`config.mk`:
```
export PLATFORM = sky130hd
export DESIGN_NAME = mmio_responder_flat
export DESIGN_NICKNAME = d
export VERILOG_FILES = /design/src/rtl/mmio_responder_if.sv /design/src/rtl/mmio_responder.sv /design/src/flat_wrapper.sv
export SDC_FILE = /design/constraint.sdc
export NUM_CORES = 1
export LEC_CHECK = 0
export CAP_MARGIN = 40
export CORE_AREA = 2 2 127 129
export DETAILED_ROUTE_END_ITERATION = 10
export DIE_AREA = 0 0 129 131
export GPL_TIMING_DRIVEN = 0
export PLACE_DENSITY = 0.78
export REMOVE_ABC_BUFFERS = 1
export SLEW_MARGIN = 20
export SYNTH_ARGS = -nofsm -noshare
export SYNTH_HDL_FRONTEND = slang
export SYNTH_SLANG_ARGS = --single-unit
```
`constraint.sdc`:
```
create_clock -name clk -period 4.1 [get_ports clk]
set_input_delay 1.025 -clock clk [delete_from_list [all_inputs] [get_ports clk]]
set_output_delay 1.025 -clock clk [all_outputs]
set_load 0.01 [all_outputs]
```
`src/rtl/mmio_responder_if.sv`:
```
// Bus bundle for mmio_responder: CPU data-port strobes plus the console byte stream.
// master = CPU/console side, slave = the responder.
interface mmio_responder_if;
   logic [29:0] addr;
   logic [31:0] din;
   logic        re;
   logic        we;
   logic [31:0] dout;
   logic [7:0]  tx_data;
   logic        tx_valid;
   logic        tx_ready;

   modport master (
      output addr, din, re, we, tx_ready,
      input  dout, tx_data, tx_valid
   );

   modport slave (
      input  addr, din, re, we, tx_ready,
      output dout, tx_data, tx_valid
   );
endinterface

```
`src/rtl/mmio_responder.sv`:
```
// mmio_responder: console TX FIFO, 64-bit cycle counter with CYCLE_HI shadow, scratch register.
// The counter and shadow exist only when MMIO_CYCLE_COUNTER_EN is defined; otherwise both read 0.
module mmio_responder #(
   parameter logic [29:0] BASE  = 30'h0400_0000,
   parameter int          DEPTH = 16
) (
   input  logic            clk,
   input  logic            rst,
   mmio_responder_if.slave bus
);
   localparam int AW = $clog2(DEPTH);
   localparam int CW = AW + 1;

   localparam logic [2:0] OFF_STATUS  = 3'd0;
   localparam logic [2:0] OFF_TXDATA  = 3'd1;
   localparam logic [2:0] OFF_CYC_LO  = 3'd2;
   localparam logic [2:0] OFF_CYC_HI  = 3'd3;
   localparam logic [2:0] OFF_SCRATCH = 3'd4;

   logic          hit;
   logic [2:0]    off;
   logic          rd_hit;
   logic          wr_hit;

   logic [7:0]    mem_q [DEPTH];
   logic [AW-1:0] wr_ptr_q, wr_ptr_d;
   logic [AW-1:0] rd_ptr_q, rd_ptr_d;
   logic [CW-1:0] count_q, count_d;
   logic          ovf_q, ovf_d;
   logic [31:0]   scratch_q, scratch_d;
   logic [31:0]   dout_q, dout_d;

   logic          full;
   logic          empty;
   logic          push_req;
   logic          push_ok;
   logic          pop;
   logic          ovf_clr;
   logic [31:0]   status;
   logic [31:0]   cyc_lo;
   logic [31:0]   cyc_hi;

   assign hit    = (bus.addr[29:3] == BASE[29:3]);
   assign off    = bus.addr[2:0];
   assign rd_hit = bus.re && hit;
   assign wr_hit = bus.we && hit;

   assign empty  = (count_q == '0);
   assign full   = (count_q == CW'(DEPTH));
   assign status = {16'h0000, 8'(count_q), 5'b00000, ovf_q, empty, full};

   // Head byte is taken straight from the buffer; masked to 0 while empty so stale entries never show.
   assign bus.tx_valid = !empty;
   assign bus.tx_data  = empty ? 8'h00 : mem_q[rd_ptr_q];
   assign bus.dout     = dout_q;

   always_comb begin
      pop       = bus.tx_valid && bus.tx_ready;
      push_req  = wr_hit && (off == OFF_TXDATA);
      push_ok   = push_req && (!full || pop);
      ovf_clr   = wr_hit && (off == OFF_STATUS) && bus.din[2];

      wr_ptr_d  = push_ok ? wr_ptr_q + AW'(1) : wr_ptr_q;
      rd_ptr_d  = pop     ? rd_ptr_q + AW'(1) : rd_ptr_q;

      count_d = count_q;
      case ({push_ok, pop})
         2'b10:   count_d = count_q + CW'(1);
         2'b01:   count_d = count_q - CW'(1);
         default: count_d = count_q;
      endcase

      // A refused push in the same cycle as a clear leaves overflow set.
      ovf_d = ovf_q;
      if (ovf_clr)             ovf_d = 1'b0;
      if (push_req && !push_ok) ovf_d = 1'b1;

      scratch_d = (wr_hit && (off == OFF_SCRATCH)) ? bus.din : scratch_q;

      dout_d = 32'h0000_0000;
      if (rd_hit) begin
         case (off)
            OFF_STATUS:  dout_d = status;
            OFF_CYC_LO:  dout_d = cyc_lo;
            OFF_CYC_HI:  dout_d = cyc_hi;
            OFF_SCRATCH: dout_d = scratch_q;
            default:     dout_d = 32'h0000_0000;
         endcase
      end
   end

   always_ff @(posedge clk or posedge rst) begin
      if (rst) begin
         wr_ptr_q  <= '0;
         rd_ptr_q  <= '0;
         count_q   <= '0;
         ovf_q     <= 1'b0;
         scratch_q <= 32'h0000_0000;
         dout_q    <= 32'h0000_0000;
      end else begin
         wr_ptr_q  <= wr_ptr_d;
         rd_ptr_q  <= rd_ptr_d;
         count_q   <= count_d;
         ovf_q     <= ovf_d;
         scratch_q <= scratch_d;
         dout_q    <= dout_d;
      end
   end

   always_ff @(posedge clk) begin
      if (push_ok) mem_q[wr_ptr_q] <= bus.din[7:0];
   end

`ifdef MMIO_CYCLE_COUNTER_EN
   logic [63:0] cycle_q, cycle_d;
   logic [31:0] shadow_q, shadow_d;

   // Shadow captures the high word at the CYCLE_LO read edge so the 64-bit pair stays coherent.
   always_comb begin
      cycle_d  = cycle_q + 64'd1;
      shadow_d = (rd_hit && (off == OFF_CYC_LO)) ? cycle_q[63:32] : shadow_q;
   end

   always_ff @(posedge clk or posedge rst) begin
      if (rst) begin
         cycle_q  <= 64'd0;
         shadow_q <= 32'h0000_0000;
      end else begin
         cycle_q  <= cycle_d;
         shadow_q <= shadow_d;
      end
   end

   assign cyc_lo = cycle_q[31:0];
   assign cyc_hi = shadow_q;
`else
   assign cyc_lo = 32'h0000_0000;
   assign cyc_hi = 32'h0000_0000;
`endif

endmodule

```
`src/flat_wrapper.sv`:
```
// flat-port wrapper written by rule: the top's interface ports become plain ports
module mmio_responder_flat 
#(
   parameter logic [29:0] BASE  = 30'h0400_0000,
   parameter int          DEPTH = 16
)
  (clk, rst, bus_addr, bus_din, bus_re, bus_we, bus_tx_ready, bus_dout, bus_tx_data, bus_tx_valid);
  mmio_responder_if bus_i ();
  input  logic clk;
  input  logic rst;
  input wire logic [$bits(bus_i.addr)-1:0] bus_addr;
  input wire logic [$bits(bus_i.din)-1:0] bus_din;
  input wire logic [$bits(bus_i.re)-1:0] bus_re;
  input wire logic [$bits(bus_i.we)-1:0] bus_we;
  input wire logic [$bits(bus_i.tx_ready)-1:0] bus_tx_ready;
  output wire logic [$bits(bus_i.dout)-1:0] bus_dout;
  output wire logic [$bits(bus_i.tx_data)-1:0] bus_tx_data;
  output wire logic [$bits(bus_i.tx_valid)-1:0] bus_tx_valid;
  assign bus_i.addr = bus_addr;
  assign bus_i.din = bus_din;
  assign bus_i.re = bus_re;
  assign bus_i.we = bus_we;
  assign bus_i.tx_ready = bus_tx_ready;
  assign bus_dout = bus_i.dout;
  assign bus_tx_data = bus_i.tx_data;
  assign bus_tx_valid = bus_i.tx_valid;
  mmio_responder #(.BASE(BASE), .DEPTH(DEPTH)) u_core (.clk(clk), .rst(rst), .bus(bus_i));
endmodule
```
==> results by group, run 1 <==
Outcome
  • Status: completed

Place
  • Placement Setup Slack: -133.0 ps
  • Port Buffers: 107
  • Placed insts: 750
  • Hpwl dp: around 11,000 um
  • RD Place Congestion: 0.7232

GRT
  • Overflow after GRT: 0
  • Vias in the first global route: 4,771
  • Global-route wire length before repair: roughly 27,000 um
  • Pin count of the biggest net entering global routing: 55
  • Total GRT Usage: 20.93%
  • Initial antenna violation count: 0

Yosys
  • Ys flop type: edfxtp_1
  • Top cells by area, synth: edfxtp_1 46%, dfrtp_1 24%, mux4_2 11%, mux2_2 4.3%, and2_1 3.4%
  • Post-synthesis register bit count: 206
  • Netlist area before placement: 0.008285 mm2
  • Ys async rst share: 37.86%
  • Synth Warn #: 0
  • Cell variety after synth: between 40 and 50
  • Synth area leader: edfxtp_1
  • Syn Inst Count: 443
  • Area fraction of the dominant cell type after synthesis: 46.39%
  • Syn Area/Cell: 18.70 um2
  • Sequential area share after synthesis: a little over two thirds
  • EDFF count, synth: 128

Final layout
  • Fin nets: 637
  • Most common cell after layout, fill and taps aside: edfxtp_1
  • Multi-input gate area: around 0.0024 mm2
  • Seq. cell area: 0.005801 mm2
  • Share of cells above drive strength 1: 23.92%
  • Final non-filler cell total: 793
  • Area Growth Syn to Fin: 25.52%
  • Ant. Diodes: 0
  • Fillers: 1,062
  • Commonest non-fill, non-tap cells in the layout: 128 x edfxtp_1, 107 x clkdlybuf4s50_1, 76 x dfrtp_1

Critical path
  • CP Class: flop to primary output
  • Worst setup SP type: flop
  • Crit end category: primary output
  • Crit path max fanout: 20
  • WP data arrival: 2900 ps
  • Worst Path Required: just over 3000 ps
  • FF-to-FF setup slack: about 1000 ps

Pwr
  • Worst IR drop on VDD: about 0.00029 V
  • PwrDens: 455.3 mW/mm2
  • Sw power: around 1000 uW
  • Power share of the sequential group: between 40 and 50%
  • Clock power frac: 41.9%
  • Net Sw Frac: between 20% and 30%
  • Combinational Power Share: 10.9%
  • Static Leakage: 0.003922 uW
  • Pint: 3714 uW

Floorplanning
  • Row count: between 40 and 50
  • Core area: 0.01560 mm2
  • IO Pins: between 100 and 150
  • Die span in y: 131 um
  • Die width: 129 um
  • Starting Density: 53.12%
  • Die Area: 0.01690 mm2

Clock tree
  • Clock buffer depth: 3
  • Reg clk slew, reported paths: around 60 ps
  • CTS Buf Count: 22
  • Clk root buf: clkbuf_16
  • Htree depth: 1
  • CTS sink cnt: 206
  • CTS tree: built
  • Clock latency on the worst-skew pair: ~500 ps
  • Hold-fix buffers, CTS: 0

Timing
  • Final worst slack: 171.1 ps
  • Worst Tran Pin Value: 707.2 ps
  • Fmax: roughly 250 MHz
  • Slew margin rel.: between 50 and 60%
  • Clock Skews: 19.78 ps
  • Final Slew Violations: 0
  • RSZ-0062 raised after global routing: no
  • Final Cycle Share: 95.83%
  • Min Tclk post-route: 3929 ps
  • Fin. Hold Viols: 0
  • Final setup viols: 0

Detailed routing
  • DRT antenna net count: 0
  • Vias/cell: 5.464
  • Wire length per cell: 21.10 um
  • Via Count: approximately 4,300
  • Pre-Repair DR Iteration Count: 4
  • Drt total wl: 16,740 um
  • DRC: 0
  • Drt initial violations: 274

Hold path
  • HP Class: flop to flop

Flow run
  • Max-cap violations: 0
==> registers in the layout, summed over array words and instances, names as in the netlist <==
name	cells
u_core.mem_q	128
u_core.bus.dout	32
u_core.scratch_q	32
u_core.count_q	5
u_core.rd_ptr_q	4
u_core.wr_ptr_q	4
u_core.ovf_q	1
==> worst max-delay path, cell delays in order, from the launching register on <==
cell             delay [ps]
dfrtp_2                 700
buf_16                  230
mux4_2                  350
mux4_2                  460
and2_1                  170
clkdlybuf4s50_1         470
==> per-layer routing <==
layer | GRT usage, % | vias up | share of wire [%]
met3 | 6.678 | 20 | 8.9
met5 | 0 | - | 0
met2 | 35.51 | 158 | 50
li1 | - | 1939 | -
met4 | 5.179 | 0 | 1.5
met1 | 26.60 | 2216 | 39
==> logic make-up after synthesis <==
family	synth area share, %
fa+ha+maj	1.450
xor+xnor	0.9514
mux	16.76
buf+inv	1.540
simple gates	8.593
flops	69.95
compound gates	0.7551
==> synth_stat cells, drive strengths merged (3+ instances only) <==
library cell and number:
nor2 13, and2 45, edfxtp 128, nor4b 3, clkbuf 8, and3 5, buf 11, nand4 6
nor4 7, xnor2 8, nand2 8, ha 8, mux4 40, a21oi 4, mux2 35, dfrtp 78
mux2i 7, inv 5
==> layout make-up <==
type,count,share of cell area [%]
clock buffer,29,6.364
clock inverter,11,0.7820
inverter,5,0.2045
multi-input combinational,213,22.73
sequential,206,55.77
tap,216,2.599
timing repair buffer,113,11.55
==> timing repair <==
action | CTS | global route
setup endpoints to repair | 8 | 0
buffers inserted | 3 | 0
gates resized for setup | 0 | 0
==> worst paths after layout <==
kind	start	endpoint	depth (start not counted)
worst max-delay path	u_core.rd_ptr_q[1]	bus_tx_data[5]	5
worst min-delay path	u_core.scratch_q[14]	u_core.bus.dout[14]	1
worst max register to register	u_core.count_q[3]	u_core.count_q[4]	10
worst min register to register	u_core.scratch_q[14]	u_core.bus.dout[14]	1
max in group asynchronous	rst	u_core.rd_ptr_q[0]	3
min in group asynchronous	rst	u_core.scratch_q[14]	2
==> power by group through the flow <==
stage	clock (uW)	sequential (uW)	combinational, uW
2_1_floorplan	0	2310	249
3_3_place_gp	0	2330	419
3_5_place_dp	0	2330	428
4_1_cts	2020	2230	526
5_1_grt	2100	2230	561
6_report	1980	2230	517
==> metrics by stage <==
step                      util, %  total power, uW  setup TNS, ps  hold slack, ps  instance area, um2
after global placement      61.02             2749          -6869           459.3                9518
after detailed placement    61.61             2761         -139.0           466.2                9609
after global routing        66.68             4899              0           493.6               10400
after floorplan                 -             2560              0           449.4                8177
after CTS                   66.68             4776              0           479.4               10400
final                       66.68             4735              0           476.7               10400
Note: power is estimated with default switching activity, not from simulation.
==> inputs of run 2 (changes only) <==
--- a/config.mk
+++ b/config.mk
@@ -10,6 +10,7 @@
 export DETAILED_ROUTE_END_ITERATION = 10
 export DIE_AREA = 0 0 129 131
 export GPL_TIMING_DRIVEN = 0
+export HOLD_SLACK_MARGIN = 0.12
 export PLACE_DENSITY = 0.78
 export REMOVE_ABC_BUFFERS = 1
 export SLEW_MARGIN = 20
==> results of run 2 <==
Final layout, timing and power as in run 1 (identical DEF).
